$ cat src/rtl/adder_pkg.sv
// Shared types and constants for the bit-serial add/subtract engine.
package adder_pkg;

  typedef enum logic [1:0] {
    IDLE  = 2'd0,
    SHIFT = 2'd1,
    DONE  = 2'd2
  } state_t;

  localparam logic OP_ADD = 1'b0;
  localparam logic OP_SUB = 1'b1;

endpackage

$ cat src/rtl/fa_cell.sv
// Combinational 1-bit full adder cell.
module fa_cell (
  input  logic i_a,
  input  logic i_b,
  input  logic i_ci,
  output logic o_s,
  output logic o_co
);

  assign o_s  = i_a ^ i_b ^ i_ci;
  assign o_co = (i_a & i_b) | (i_ci & (i_a ^ i_b));

endmodule

$ cat src/rtl/serial_addsub.sv
// Bit-serial LSB-first add/subtract with valid/ready on both sides.
// Define SERIAL_ADDSUB_FLAGS_EN to compute the ovf and zero flags.
module serial_addsub
  import adder_pkg::*;
#(
  parameter int WIDTH = 8
) (
  input  logic             clk,
  input  logic             rst_n,
  input  logic             in_valid,
  output logic             in_ready,
  input  logic [WIDTH-1:0] a,
  input  logic [WIDTH-1:0] b,
  input  logic             sub,
  output logic             out_valid,
  input  logic             out_ready,
  output logic [WIDTH-1:0] sum,
  output logic             cout,
  output logic             ovf,
  output logic             zero
);

  localparam int CW = (WIDTH > 1) ? $clog2(WIDTH) : 1;
  localparam logic [CW-1:0] LAST = CW'(WIDTH - 1);

  state_t           r_state;
  state_t           w_next;
  logic [WIDTH-1:0] r_a;
  logic [WIDTH-1:0] r_b;
  logic [WIDTH-1:0] r_res;
  logic [WIDTH-1:0] r_sum;
  logic [CW-1:0]    r_cnt;
  logic             r_carry;
  logic             r_cout;
  logic             w_s;
  logic             w_co;
  logic             w_accept;
  logic             w_last;
  logic [WIDTH-1:0] w_res;

  fa_cell u_fa (
    .i_a  (r_a[0]),
    .i_b  (r_b[0]),
    .i_ci (r_carry),
    .o_s  (w_s),
    .o_co (w_co)
  );

  assign w_accept = (r_state == IDLE) && in_valid;
  assign w_last   = (r_state == SHIFT) && (r_cnt == LAST);
  assign w_res    = {w_s, r_res[WIDTH-1:1]};

  always_ff @(posedge clk or negedge rst_n) begin
    if (!rst_n) r_state <= IDLE;
    else        r_state <= w_next;
  end

  always_comb begin
    w_next = r_state;
    unique case (r_state)
      IDLE:    if (in_valid)  w_next = SHIFT;
      SHIFT:   if (w_last)    w_next = DONE;
      DONE:    if (out_ready) w_next = IDLE;
      default: w_next = IDLE;
    endcase
  end

  always_comb begin
    in_ready  = (r_state == IDLE);
    out_valid = (r_state == DONE);
  end

  // Subtraction is A + ~B + 1: invert B on load and seed the carry.
  always_ff @(posedge clk or negedge rst_n) begin
    if (!rst_n) begin
      r_a     <= '0;
      r_b     <= '0;
      r_res   <= '0;
      r_cnt   <= '0;
      r_carry <= 1'b0;
      r_sum   <= '0;
      r_cout  <= 1'b0;
    end else if (w_accept) begin
      r_a     <= a;
      r_b     <= b ^ {WIDTH{sub}};
      r_carry <= sub;
      r_cnt   <= '0;
    end else if (r_state == SHIFT) begin
      r_a     <= r_a >> 1;
      r_b     <= r_b >> 1;
      r_res   <= w_res;
      r_carry <= w_co;
      r_cnt   <= r_cnt + 1'b1;
      if (w_last) begin
        r_sum  <= w_res;
        r_cout <= w_co;
      end
    end
  end

  assign sum  = r_sum;
  assign cout = r_cout;

`ifdef SERIAL_ADDSUB_FLAGS_EN
  logic r_cmsb;
  logic r_ovf;
  logic r_zero;

  // Carry into the MSB cell is captured one edge before the final bit.
  always_ff @(posedge clk or negedge rst_n) begin
    if (!rst_n) begin
      r_cmsb <= 1'b0;
      r_ovf  <= 1'b0;
      r_zero <= 1'b0;
    end else if (r_state == SHIFT) begin
      if (r_cnt == LAST - 1'b1) r_cmsb <= w_co;
      if (w_last) begin
        r_ovf  <= r_cmsb ^ w_co;
        r_zero <= (w_res == '0);
      end
    end
  end

  assign ovf  = r_ovf;
  assign zero = r_zero;
`else
  assign ovf  = 1'b0;
  assign zero = 1'b0;
`endif

endmodule
$ cat config.mk
export PLATFORM = sky130hd
export DESIGN_NAME = serial_addsub
export DESIGN_NICKNAME = d
export VERILOG_FILES = /design/src/rtl/adder_pkg.sv /design/src/rtl/fa_cell.sv /design/src/rtl/serial_addsub.sv
export SDC_FILE = /design/constraint.sdc
export NUM_CORES = 1
export LEC_CHECK = 0
export CORE_MARGIN = 3
export CORE_UTILIZATION = 43
export CTS_CLUSTER_DIAMETER = 50
export CTS_CLUSTER_SIZE = 16
export DETAILED_ROUTE_END_ITERATION = 8
export DONT_BUFFER_PORTS = 1
export GPL_ROUTABILITY_DRIVEN = 0
export SYNTH_ARGS = -nofsm -noshare
export SYNTH_HDL_FRONTEND = slang
export SYNTH_SLANG_ARGS = --single-unit
export TNS_END_PERCENT = 1
$ cat constraint.sdc
create_clock -name clk -period 1.25 [get_ports clk]
set_input_delay 0.1875 -clock clk [delete_from_list [all_inputs] [get_ports clk]]
set_output_delay 0.1875 -clock clk [all_outputs]
set_load 0.01 [all_outputs]
After elaboration in Yosys (flattened, before gate mapping)
Cells that the tools add are included.

operators by class
  add/sub/neg operators = 1
  multipliers = 0
  divide/modulo/power cells = 0
  $lt $le $gt $ge = 0
  equality and inequality tests = 6
  shifts and indexed selects = 0
  multiplexer cells = 12
  bitwise logic cells = 7
  reduce and logical (&&, ||, !) cells = 7

operators by type and width
  kind                                                   count
  two-way mux 8 bit                                      4
  bitwise XOR 8 bit                                      1
  two-way mux 2 bit                                      3
  two-way mux 3 bit                                      2
  case mux 2 bit (3 select lines)                        1
  AND reduction 3 bit                                    2
  inequality test 2 bit, second input constant           2
  adder 3 x 1 -> 3 bit, second input constant            1
  equality test 3 bit, second input constant             1
  bitwise AND 1 bit                                      2
  equality test 2 x 1 -> 1 bit, second input constant    1
  equality test 2 bit, second input constant             1
  logical AND 1 bit                                      2
  logical NOT 2 bit                                      1
  two-way mux 1 bit                                      2
  inequality test 2 x 1 -> 1 bit, second input constant  1
  AND reduction 2 bit                                    1
  nonzero test 2 bit                                     1
  bitwise XOR 1 bit                                      2
  inverter 1 bit                                         1
  OR 1 bit                                               1

storage, ports and cells
  register bits after elaboration = 39
  latch bits = 0
  RAM bits = 0
  ROM bits = 0
  logic and storage cells = 41
  memories = 0

Longest topological paths before layout
  depth after elaboration = 5
  depth in mapped cells = 5
  depth with buffers taken out = 4

Modules after synthesis
From an unflattened synthesis, not the netlist that was laid out.

second synthesis, totals
  cell total of the unflattened synthesis = 151
  area total of the unflattened synthesis = 1715.4 sq um

modules (own cells, without submodules)
  module         times used  cells an instance  area an instance (sq um)
  serial_addsub  1           150                1695.4
  fa_cell        1           1                  20.0

Worst setup path after synthesis
Ideal clock, no wire load.

  kind = register to register
  from = register r_cnt[0]
  to = register r_cout (netlist: cout)
  setup time = 0.125 ns
  arrival = 1.229 ns
  required time = 1.125 ns
  path slack = -0.104 ns
  cell stages (with the launch flop) = 5
  clock period less this slack = 1.354 ns
  cell sequence = dfrtp_1 > ha_1 > ha_1 > nand2_8 > mux2_4

on the way
  cells in the longest elaborated chain, start to end = 3

RTL lines
  element                        line                 text
  from (decl)                    serial_addsub.sv:32  logic [CW-1:0] r_cnt;
  from (signal assigned)         serial_addsub.sv:93  r_cnt <= r_cnt + 1'b1;
  equality test 3 bit            serial_addsub.sv:50  assign w_last = (r_state == SHIFT) && (r_cnt == LAST);
  logical AND 1 bit              serial_addsub.sv:50
  AND reduction 3 bit (no line)  --
  to (signal assigned)           serial_addsub.sv:96  r_cout <= w_co;
  to (decl)                      serial_addsub.sv:34  logic r_cout;

Every way passes these cells.
A chain may end at the register's enable or synchronous reset.

Final worst setup path
  from = register r_cnt[0]
  to = register r_sum[1] (netlist: sum[1])

on the way
  cells in the longest elaborated chain, start to end = 3

RTL lines
  element                        line                 text
  equality test 3 bit            serial_addsub.sv:50
  logical AND 1 bit              serial_addsub.sv:50
  AND reduction 3 bit (no line)  --
  to (signal assigned)           serial_addsub.sv:95  r_sum <= w_res;
  to (decl)                      serial_addsub.sv:31  logic [WIDTH-1:0] r_sum;

Every way passes these cells.

==> run_summary.xml <==
<?xml version="1.0" encoding="UTF-8"?>
<metrics>
  <group name="critical_path">
    <metric name="cp_delay_by_family_top" unit="">adder cells</metric>
    <metric name="worst_setup_path_end_kind" unit="">flip-flop</metric>
    <metric name="path_max_fanout" unit="">5</metric>
    <metric name="crit_path_cell_trace" unit="">ha_2 -&gt; ha_4 -&gt; nand2_8 -&gt; mux2_4</metric>
    <metric name="timing.critical_path.arrival" unit="ps">1480</metric>
    <metric name="timing_worst_setup_path_type" unit="">reg2reg</metric>
    <metric name="r2r_slack" unit="ps">-60</metric>
    <metric name="cp.buffers_inverters" unit="">0</metric>
    <metric name="timing.critical_path.slowest_cell_delay" unit="ps">390</metric>
    <metric name="critical-path-slowest-cell" unit="">sky130_fd_sc_hd__dfrtp_1</metric>
    <metric name="required" unit="ps">1430</metric>
    <metric name="crit_path_start_kind" unit="">flip-flop</metric>
  </group>
  <group name="worst_hold_path">
    <metric name="worst_hold_path_class" unit="">in2reg</metric>
  </group>
  <group name="cts">
    <metric name="clk_pin_slew" unit="ps">70</metric>
    <metric name="clock_tree.buffer_depth" unit="">2</metric>
    <metric name="cts_inserted_buffers" unit="">5</metric>
    <metric name="cts_root_buf" unit="">sky130_fd_sc_hd__clkbuf_8</metric>
    <metric name="worst_skew_pair.late_latency" unit="ps">290</metric>
    <metric name="clock_tree_from_tritoncts" unit="">done</metric>
    <metric name="clock_sinks" unit="">38</metric>
    <metric name="htree_levels" unit="">2</metric>
    <metric name="postCtsSetupBuffers" unit="">0</metric>
  </group>
  <group name="synth">
    <metric name="post_synth_instance_area" unit="sq mm">0.00172</metric>
    <metric name="ys_ff_latch" unit="">38</metric>
    <metric name="dominant_combinational_cell_family_by_area_after_synthesis" unit="">simple AND/OR/NAND/NOR gates</metric>
    <metric name="postSynth.topFlopCell" unit="">sky130_fd_sc_hd__dfrtp_1</metric>
    <metric name="asyncSetResetFlopFracSynth" unit="">1.00</metric>
    <metric name="post_synth_xor_area_fraction" unit="">0.0408</metric>
    <metric name="synth_adder_area_share" unit="">0.0263</metric>
    <metric name="synth-simple-area-share" unit="">0.163</metric>
    <metric name="post_synth_main_area_contributors" unit="">sky130_fd_sc_hd__dfrtp_1 (55%), sky130_fd_sc_hd__nand2_1 (9.6%), sky130_fd_sc_hd__mux2_4 (7.9%)</metric>
    <metric name="synth_top_area_frac" unit="">0.554</metric>
    <metric name="synth-compound-area-share" unit="">0.0919</metric>
    <metric name="synthDominantAreaCellType" unit="">sky130_fd_sc_hd__dfrtp_1</metric>
    <metric name="avgSynthCellArea" unit="sq um">11.4</metric>
    <metric name="synthesis.instances" unit="">151</metric>
    <metric name="ys_types" unit="">23</metric>
    <metric name="synth-seq-area-share" unit="">0.554</metric>
    <metric name="synth_enable_flop_cells" unit="">0</metric>
    <metric name="yosys_warnings" unit="">0</metric>
    <metric name="synth.area.mux_share" unit="">0.0788</metric>
  </group>
  <group name="placed_design">
    <metric name="placedCellCount" unit="">205</metric>
    <metric name="hpwlAfterDp" unit="mm">2.36</metric>
    <metric name="place_area" unit="sq mm">0.00185</metric>
    <metric name="port_buffers" unit="">0</metric>
  </group>
  <group name="sta">
    <metric name="timing.final.ws_setup" unit="ps">-55.8</metric>
    <metric name="setup_viol" unit="">11</metric>
    <metric name="final-max-slew-violation-count" unit="">0</metric>
    <metric name="finalWorstPathRequiredPeriod" unit="ps">1310</metric>
    <metric name="post-route-period-util" unit="">1.04</metric>
    <metric name="timing.clock.skew" unit="ps">4.36</metric>
    <metric name="timing.fmax" unit="GHz">0.766</metric>
    <metric name="finalHoldViolCount" unit="">0</metric>
    <metric name="rsz_0062_raised_after_global_routing" unit="">true</metric>
    <metric name="holdWs" unit="ps">5.98</metric>
  </group>
  <group name="route">
    <metric name="drt-total-wl" unit="mm">3.37</metric>
    <metric name="first_pass_iters" unit="">4</metric>
    <metric name="routed-via-count" unit="">1113</metric>
    <metric name="drt_first_iter_violations" unit="">53</metric>
    <metric name="wl_per_cell" unit="um">15.6</metric>
    <metric name="post_drt_via_cell_ratio" unit="">5.15</metric>
    <metric name="drt_drc_violations_left" unit="">0</metric>
    <metric name="antenna_violating_nets_post_route" unit="">0</metric>
  </group>
  <group name="global_route">
    <metric name="grt_start_max_net_pins" unit="">39</metric>
    <metric name="grt_pass1_wl" unit="mm">6.02</metric>
    <metric name="initial_antenna_violation_count" unit="">0</metric>
    <metric name="vias_in_the_first_global_route" unit="">1262</metric>
    <metric name="grt_use_total" unit="">0.159</metric>
    <metric name="grt-ovfl-total" unit="">0</metric>
  </group>
  <group name="final_layout">
    <metric name="diodes" unit="">0</metric>
    <metric name="fillCellCount" unit="">334</metric>
    <metric name="area_added_between_synthesis_and_finish" unit="%">17.5</metric>
    <metric name="final_cell_area" unit="sq mm">0.00202</metric>
    <metric name="final_nets" unit="">191</metric>
    <metric name="layout.core_utilization" unit="">0.538</metric>
    <metric name="drive_gt1_frac" unit="">0.268</metric>
    <metric name="fin_cells" unit="">216</metric>
  </group>
  <group name="run_status">
    <metric name="failed_checks" unit="">negative setup slack</metric>
    <metric name="outcome" unit="">complete, but fails checks</metric>
  </group>
  <group name="pwr">
    <metric name="p_per_area" unit="mW/mm^2">2490</metric>
    <metric name="ir_drop" unit="V">0.000947</metric>
    <metric name="static_leak" unit="nW">0.996</metric>
    <metric name="report.power.total" unit="mW">5.02</metric>
  </group>
  <group name="die">
    <metric name="die_h" unit="um">69.2</metric>
    <metric name="dieArea" unit="sq mm">0.00478</metric>
    <metric name="start_util" unit="">0.458</metric>
    <metric name="die_width" unit="um">69.2</metric>
    <metric name="core_area" unit="sq mm">0.00374</metric>
    <metric name="io_pins" unit="">34</metric>
    <metric name="placement_rows" unit="">22</metric>
  </group>
  <group name="flow_run">
    <metric name="maxCapViolations" unit="">0</metric>
  </group>
</metrics>
## cells in the final DEF (no fill, tap or decap), drive strengths merged
master / n
buf: 15
nor2b: 1
nand2b: 2
nand3: 4
o21ai: 4
nand2: 46
dfrtp: 38
clkbuf: 7
clkinv: 1
ha: 2
nor3b: 1
or3b: 1
dlygate4sd3: 1
xnor2: 8
o21bai: 1
inv: 1
conb: 2
fa: 1
a221o: 7
nor2: 8
mux2: 9
a22oi: 8
## cells by family after synthesis
family | Yosys count
adders and majority gates | 3
other | 1
AOI/OAI and AO/OA | 20
muxes | 9
DFF | 38
xor gates and xnor gates | 8
and+or+nand+nor | 62
buffers and inverters | 10
## area by class of cell
type | instances | area (sq um) | share of cell area
Clock inverter | 1 | 5.00 | 0.00248
Multi-Input combinational cell | 105 | 757 | 0.376
Clock buffer | 7 | 86.3 | 0.0428
Timing Repair Buffer | 16 | 148 | 0.0732
Sequential cell | 38 | 953 | 0.473
Inverter | 1 | 6.26 | 0.00310
Tap cell | 48 | 60.1 | 0.0298
## registers in the layout (all words and copies together), names as in the netlist
| signal | cells |
|---|---|
| r_a | 8 |
| r_b | 8 |
| sum | 8 |
| r_res | 7 |
| r_cnt | 3 |
| r_state | 2 |
| cout | 1 |
| r_carry | 1 |
## timing repair
action / CTS / global route
gates resized for setup: 2 / 7
hold endpoints to repair: 38 / 0
setup endpoints to repair: 15 / 27
cloned: 1 / 0
hold buffers: 2 / 0
pin swaps: 3 / 3
## through the flow
stage,worst slack (ps),TNS [ps]
2_1_floorplan,-24.4,-257
3_3_place_gp,-28.3,-260
3_5_place_dp,-71.0,-573
4_1_cts,-65.9,-670
5_1_grt,-96.2,-1160
6_report,-55.8,-454
## cells in the mapped netlist, types with 2 or more instances
| cell | number |
|---|---|
| sky130_fd_sc_hd__a221o_1 | 7 |
| sky130_fd_sc_hd__a22oi_1 | 8 |
| sky130_fd_sc_hd__buf_2 | 4 |
| sky130_fd_sc_hd__buf_4 | 2 |
| sky130_fd_sc_hd__buf_6 | 3 |
| sky130_fd_sc_hd__dfrtp_1 | 38 |
| sky130_fd_sc_hd__ha_1 | 2 |
| sky130_fd_sc_hd__mux2_4 | 9 |
| sky130_fd_sc_hd__nand2_1 | 44 |
| sky130_fd_sc_hd__nand2b_1 | 2 |
| sky130_fd_sc_hd__nand3_1 | 4 |
| sky130_fd_sc_hd__nor2_1 | 8 |
| sky130_fd_sc_hd__o21ai_0 | 2 |
| sky130_fd_sc_hd__o21ai_1 | 2 |
| sky130_fd_sc_hd__xnor2_1 | 8 |
## power breakdown
part           leakage (nW)  internal, mW  switching (mW)
clock network        0.0482         0.445           0.427
logic                 0.463          1.01           0.921
registers             0.485          1.77           0.445
## metal layers
metal | routed length, um | up-vias | global-route usage
li1 | - | 534 | -
met1 | 1380 | 543 | 0.193
met2 | 1750 | 29 | 0.262
met3 | 187 | 7 | 0.0510
met4 | 50 | 0 | 0.0586
met5 | 0 | - | 0
## path summary, 6_finish.rpt
kind	from	end	cells after the start
setup / recovery	r_cnt[0]$_DFFE_PN0P_	sum[1]$_DFFE_PN0P_	4
hold / removal	out_ready	r_state[1]$_DFFE_PN0P_	1
setup reg to reg	r_cnt[0]$_DFFE_PN0P_	sum[1]$_DFFE_PN0P_	4
hold reg to reg	r_a[5]$_DFFE_PN0P_	r_a[5]$_DFFE_PN0P_	2
max in group asynchronous	rst_n	r_state[1]$_DFFE_PN0P_	2
min in group asynchronous	rst_n	sum[7]$_DFFE_PN0P_	2
(Power assumes the default switching activity.)
